`src/rtl/mvu_out_collector.sv`:
```
// Collects PE result vectors into a first-word fall-through FIFO, narrows each lane and emits AXI-Stream rows.
// Optional lane saturation is enabled by defining MVU_OUT_SAT_EN; otherwise lanes are truncated.
module mvu_out_collector #(
   parameter int PE           = 4,
   parameter int TDstI        = 16,
   parameter int TDstO        = 8,
   parameter int OP_SGN       = 1,
   parameter int DEPTH        = 4,
   parameter int STALL_MARGIN = 2,
   parameter int NF           = 8
) (
   input  logic                  i_clock,
   input  logic                  i_reset,
   input  logic [PE-1:0]         i_in_v,
   input  logic [PE*TDstI-1:0]   i_in_dat,
   output logic                  o_stall,
   output logic                  o_m_axis_tvalid,
   input  logic                  i_m_axis_tready,
   output logic [PE*TDstO-1:0]   o_m_axis_tdata,
   output logic                  o_m_axis_tlast,
   output logic                  o_err_ovf,
   output logic                  o_err_lane
);
   localparam int AW = $clog2(DEPTH);
   localparam int CW = AW + 1;
   localparam int RW = (NF > 1) ? $clog2(NF) : 1;
   localparam logic [CW-1:0] C_DEPTH  = CW'(DEPTH);
   localparam logic [CW-1:0] C_MARGIN = CW'(STALL_MARGIN);
   localparam logic [RW-1:0] C_LAST   = RW'(NF - 1);

`ifdef MVU_OUT_SAT_EN
   localparam logic [TDstI-1:0] C_SMAX = {TDstI{1'b1}} >> (TDstI - TDstO + 1);
   localparam logic [TDstI-1:0] C_SMIN = ~C_SMAX;
   localparam logic [TDstI-1:0] C_UMAX = {TDstI{1'b1}} >> (TDstI - TDstO);

   function automatic logic [TDstO-1:0] f_narrow(input logic [TDstI-1:0] v);
      logic [TDstI-1:0] c;
      c = v;
      if (OP_SGN != 0) begin
         if ($signed(v) > $signed(C_SMAX))      c = C_SMAX;
         else if ($signed(v) < $signed(C_SMIN)) c = C_SMIN;
         else                                   c = v;
      end else begin
         if (v > C_UMAX) c = C_UMAX;
         else            c = v;
      end
      return c[TDstO-1:0];
   endfunction
`else
   function automatic logic [TDstO-1:0] f_narrow(input logic [TDstI-1:0] v);
      return v[TDstO-1:0];
   endfunction

   // Upper lane bits and the signedness are irrelevant when truncating.
   logic w_unused;
   assign w_unused = ^{i_in_dat, OP_SGN != 0};
`endif

   logic [PE*TDstO-1:0] r_mem [DEPTH];
   logic [AW-1:0]       r_wptr, r_rptr;
   logic [CW-1:0]       r_count;
   logic [RW-1:0]       r_row;
   logic                r_err_ovf, r_err_lane;
   logic [PE*TDstO-1:0] w_narrow;
   logic                w_wr, w_mixed, w_pop, w_full, w_push;

   assign w_wr    = &i_in_v;
   assign w_mixed = (|i_in_v) & ~w_wr;
   assign w_full  = (r_count == C_DEPTH);
   assign w_pop   = o_m_axis_tvalid & i_m_axis_tready;
   // A pop in the same cycle frees the slot, so a full FIFO still accepts the write.
   assign w_push  = w_wr & (~w_full | w_pop);

   always_comb begin
      w_narrow = '0;
      for (int p = 0; p < PE; p++) begin
         w_narrow[p*TDstO +: TDstO] = f_narrow(i_in_dat[p*TDstI +: TDstI]);
      end
   end

   always_ff @(posedge i_clock) begin
      if (w_push) r_mem[r_wptr] <= w_narrow;
   end

   always_ff @(posedge i_clock) begin
      if (i_reset) begin
         r_wptr     <= '0;
         r_rptr     <= '0;
         r_count    <= '0;
         r_row      <= '0;
         r_err_ovf  <= 1'b0;
         r_err_lane <= 1'b0;
      end else begin
         if (w_push) r_wptr <= r_wptr + AW'(1);
         if (w_pop)  r_rptr <= r_rptr + AW'(1);
         case ({w_push, w_pop})
            2'b10:   r_count <= r_count + CW'(1);
            2'b01:   r_count <= r_count - CW'(1);
            default: r_count <= r_count;
         endcase
         if (w_pop) r_row <= (r_row == C_LAST) ? '0 : r_row + RW'(1);
         r_err_ovf  <= r_err_ovf | (w_wr & w_full & ~w_pop);
         r_err_lane <= r_err_lane | w_mixed;
      end
   end

   assign o_m_axis_tvalid = (r_count != '0);
   assign o_m_axis_tdata  = r_mem[r_rptr];
   assign o_m_axis_tlast  = o_m_axis_tvalid & (r_row == C_LAST);
   assign o_stall         = (C_DEPTH - r_count) <= C_MARGIN;
   assign o_err_ovf       = r_err_ovf;
   assign o_err_lane      = r_err_lane;
endmodule

```
`config.mk`:
```
export PLATFORM = sky130hd
export DESIGN_NAME = mvu_out_collector
export DESIGN_NICKNAME = d
export VERILOG_FILES = /design/src/rtl/mvu_out_collector.sv
export SDC_FILE = /design/constraint.sdc
export NUM_CORES = 1
export LEC_CHECK = 0
export ABC_AREA = 1
export ABC_CLOCK_PERIOD_IN_PS = 3100
export BUFFER_PORTS_ARGS = -buffer_cell sky130_fd_sc_hd__buf_4
export CAP_MARGIN = 30
export CORE_MARGIN = 2
export CORE_UTILIZATION = 55
export CTS_BUF_LIST = sky130_fd_sc_hd__clkbuf_8
export CTS_CLUSTER_DIAMETER = 200
export DETAILED_ROUTE_END_ITERATION = 12
export GPL_ROUTABILITY_DRIVEN = 1
export GPL_TIMING_DRIVEN = 0
export HOLD_SLACK_MARGIN = 0.1
export PLACE_DENSITY = 0.84
export SLEW_MARGIN = 10
export SYNTH_ARGS = -nofsm -noshare
export SYNTH_HDL_FRONTEND = slang
export SYNTH_SLANG_ARGS = --single-unit
```
`constraint.sdc`:
```
create_clock -name i_clock -period 3.1 [get_ports i_clock]
set_input_delay 0.155 -clock i_clock [delete_from_list [all_inputs] [get_ports i_clock]]
set_output_delay 0.155 -clock i_clock [all_outputs]
set_load 0.01 [all_outputs]
```
==> reports/qor.yml <==
run_status:
  status: "complete, no violations"
synthesis:
  synth_nets: 488
  synth_cell_type_count: 29
  netlist_area_mm2: 0.00553
  syn_inst: 406
  synth-warning-count: 0
  avgSynthCellArea_um2: 13.6
  ys_ff_latch: 142
  ys_seq_area_share_pct: 74.6
routing:
  drt_iter0_markers: 285
  drc_errors: 0
  drt-vias-per-instance: 5.63
  avgRoutedWirePerCell_um: 18.2
  num_vias: 3858
  wl_mm: 12.5
  ant_nets: 0
  dr.pass1.iters: 5
cts:
  cts_setup_buffers: 0
  cts_num_sinks: 142
  cts_buffers: 17
  cts_tree: "yes"
  cts_buffer_depth: 2
  root_buffer: "clkbuf_8"
  htreeDepth: 4
  insertion_delay_ns: 0.42
  path_clk_slew_ns: 0.08
global_route:
  grt_pass1_vias: 3954
  antenna_found_initial: 1
  grt_pass1_wl_mm: 19.3
  grt-ovfl-total: 0
  grt_usage_pct: 23.3
  grt_max_degree: 19
sta:
  hold_viol_final: 0
  drv_slew: 0
  rsz0062_at_grt: "false"
  worst_slack_ns: 0.733
  fmaxAchievable_mhz: 422
  setup_viol: 0
  period_minus_slack_ns: 2.37
  max-slew-margin-rel_pct: 56.8
  final.period_utilization_pct: 76.4
  fin_skew_ns: 0.0133
  tightest_slew_ns: 0.646
min_path:
  hold_path.class: "in2reg"
  min_from: "i_m_axis_tready"
  holdPathStages: 4
floorplan:
  io_pins: 108
  die_h_um: 104
  chipWidth_um: 104
  coreArea_mm2: 0.00977
  num_rows: 36
  start_util_pct: 56.6
  die-area_mm2: 0.0109
pwr:
  leakagePower_nw: 2.63
  ir_drop_mv: 0.405
  p_total_mw: 4.75
  power.density_mw_per_mm2: 667
job:
  maxCapViolations: 0
worst_setup_path:
  cp_max_fo: 17
  required_ns: 3.23
  cp-start-kind: "flip-flop"
  timing_worst_setup_path_type: "reg2reg"
  r2r-start: "r_count[0]$_SDFFE_PP0P_"
  arrival_ns: 2.49
  worstRegToRegCells: 9
  end_kind: "flip-flop"
  worstSetupStartpoint: "r_count[0]$_SDFFE_PP0P_"
placement:
  place_ws_ns: 0.733
  place_hpwl_mm: 7.56
  routabilityCongestion: 0.735
  io_buffer_count: 75
cells_and_area:
  layout-drive-gt1-share_pct: 25.6
  syn2layout_area_growth_pct: 28.9
  fin_nets: 620
-- cell usage after synthesis --
| cell | instances | area share (%) |
|---|---|---|
| edfxtp_1 | 128 | 70 |
| nor2_1 | 81 | 5.5 |
| o21ai_0 | 57 | 5.2 |
| o22ai_1 | 32 | 3.6 |
| inv_1 | 16 | 1.1 |
| dfxtp_1 | 14 | 5.1 |
| o21ai_1 | 13 | 1.2 |
| buf_2 | 10 | 0.91 |
| ha_1 | 10 | 2.3 |
| nand2_1 | 8 | 0.54 |
| a21oi_1 | 7 | 0.63 |
| buf_6 | 7 | 1.4 |
| nand3_1 | 4 | 0.36 |
| nand2_2 | 3 | 0.34 |
| inv_2 | 2 | 0.14 |
| a21boi_0 | 1 | 0.14 |
| a21boi_1 | 1 | 0.14 |
| a31oi_1 | 1 | 0.11 |
| buf_4 | 1 | 0.14 |
| clkbuf_1 | 1 | 0.068 |
| fa_1 | 1 | 0.36 |
| inv_4 | 1 | 0.11 |
| inv_6 | 1 | 0.16 |
| nand2_4 | 1 | 0.20 |
| nand3_2 | 1 | 0.18 |
| nand4_1 | 1 | 0.11 |
| nor2_4 | 1 | 0.20 |
| o211a_1 | 1 | 0.18 |
| xor2_1 | 1 | 0.16 |
-- path summary, 6_finish.rpt --
path,slack [ns],endpoint
worst max-delay path,0.73,r_mem[0][19]$_DFFE_PP_
worst min register to register,0.50,o_err_ovf$_SDFF_PP0_
worst min-delay path,0.13,r_row[1]$_SDFFE_PP0P_
worst max register to register,0.73,r_mem[0][19]$_DFFE_PP_
-- power by group --
part	leakage [nW]	switching [mW]	internal (mW)
combinational	1.17	0.665	0.506
clock	0.195	0.703	0.713
sequential	1.27	0.0304	2.14
-- cell families (layout without fill, tap and decap cells) --
family	after synthesis	in the layout	share of synthesized area [%]
buf+inv	39	184	4.03
xor+xnor	1	1	0.158
compound gates	113	113	11.2
other cells	0	1	0
flops	142	142	74.6
simple gates	100	100	7.45
fa+ha+maj	11	11	2.63
-- area by class of cell --
class | instances | area (um2)
Timing Repair Buffer | 113 | 1010
Multi-Input combinational cell | 225 | 1210
Fill cell | 585 | 2650
Inverter | 20 | 82.6
Antenna cell | 1 | 2.50
Clock buffer | 17 | 234
Buffer | 19 | 140
Clock inverter | 15 | 149
Tap cell | 133 | 166
Sequential cell | 142 | 4120
-- through the flow --
stage	hold slack, ns	cell area [um2]	utilization, %	setup TNS, ns	std cells
floorplan	0.227	5530	-	0	406
finish	0.129	7120	72.9	0	685
global route	0.134	7120	72.9	0	685
CTS	0.112	7120	72.9	0	684
detailed placement	0.358	6400	65.5	0	618
global placement	0.354	6260	64.0	-105.05	614
-- registers in the layout, summed over array words and instances (netlist names), named ones only --
signal / flops
r_row: 3
r_wptr: 2
r_rptr: 2
r_mem: 128
r_count: 3
o_err_lane: 1
o_err_ovf: 1
-- critical path, stage by stage, from the launching register on --
cell and delay, ns:
dfxtp_1 0.31, inv_1 0.10, ha_1 0.23, ha_1 0.21, inv_2 0.08, nand2_4 0.08, nand2_1 0.08, nand2_2 0.18
nor2_4 0.56, buf_16 0.24
-- cell usage in the layout (no fill, tap or decap), types with 2 or more instances in the layout --
master         count
a21oi_1            7
buf_16             4
buf_2             10
buf_4             76
buf_6              7
bufinv_16          2
clkbuf_8          17
clkinv_2           3
clkinv_4           3
clkinvlp_4         3
dfxtp_1           14
dlygate4sd3_1     34
edfxtp_1         128
ha_1              10
inv_1             18
inv_2              2
inv_6              3
nand2_1            8
nand2_2            3
nand3_1            4
nor2_1            77
nor2_4             5
o21ai_0           57
o21ai_1           13
o22ai_1           32
-- repair_timing --
item | CTS | global route
hold buffers | 34 | 0
resized for setup | 0 | 0
endpoints found under the hold margin | 132 | 0
-- layer usage --
metal	up-vias	global-route usage [%]	wire length [um]
li1	1764	-	-
met1	1890	27.2	4670
met2	176	42.0	6600
met3	28	3.95	804
met4	0	10.5	394
met5	-	0	0
Note: power is estimated with default switching activity, not from simulation.
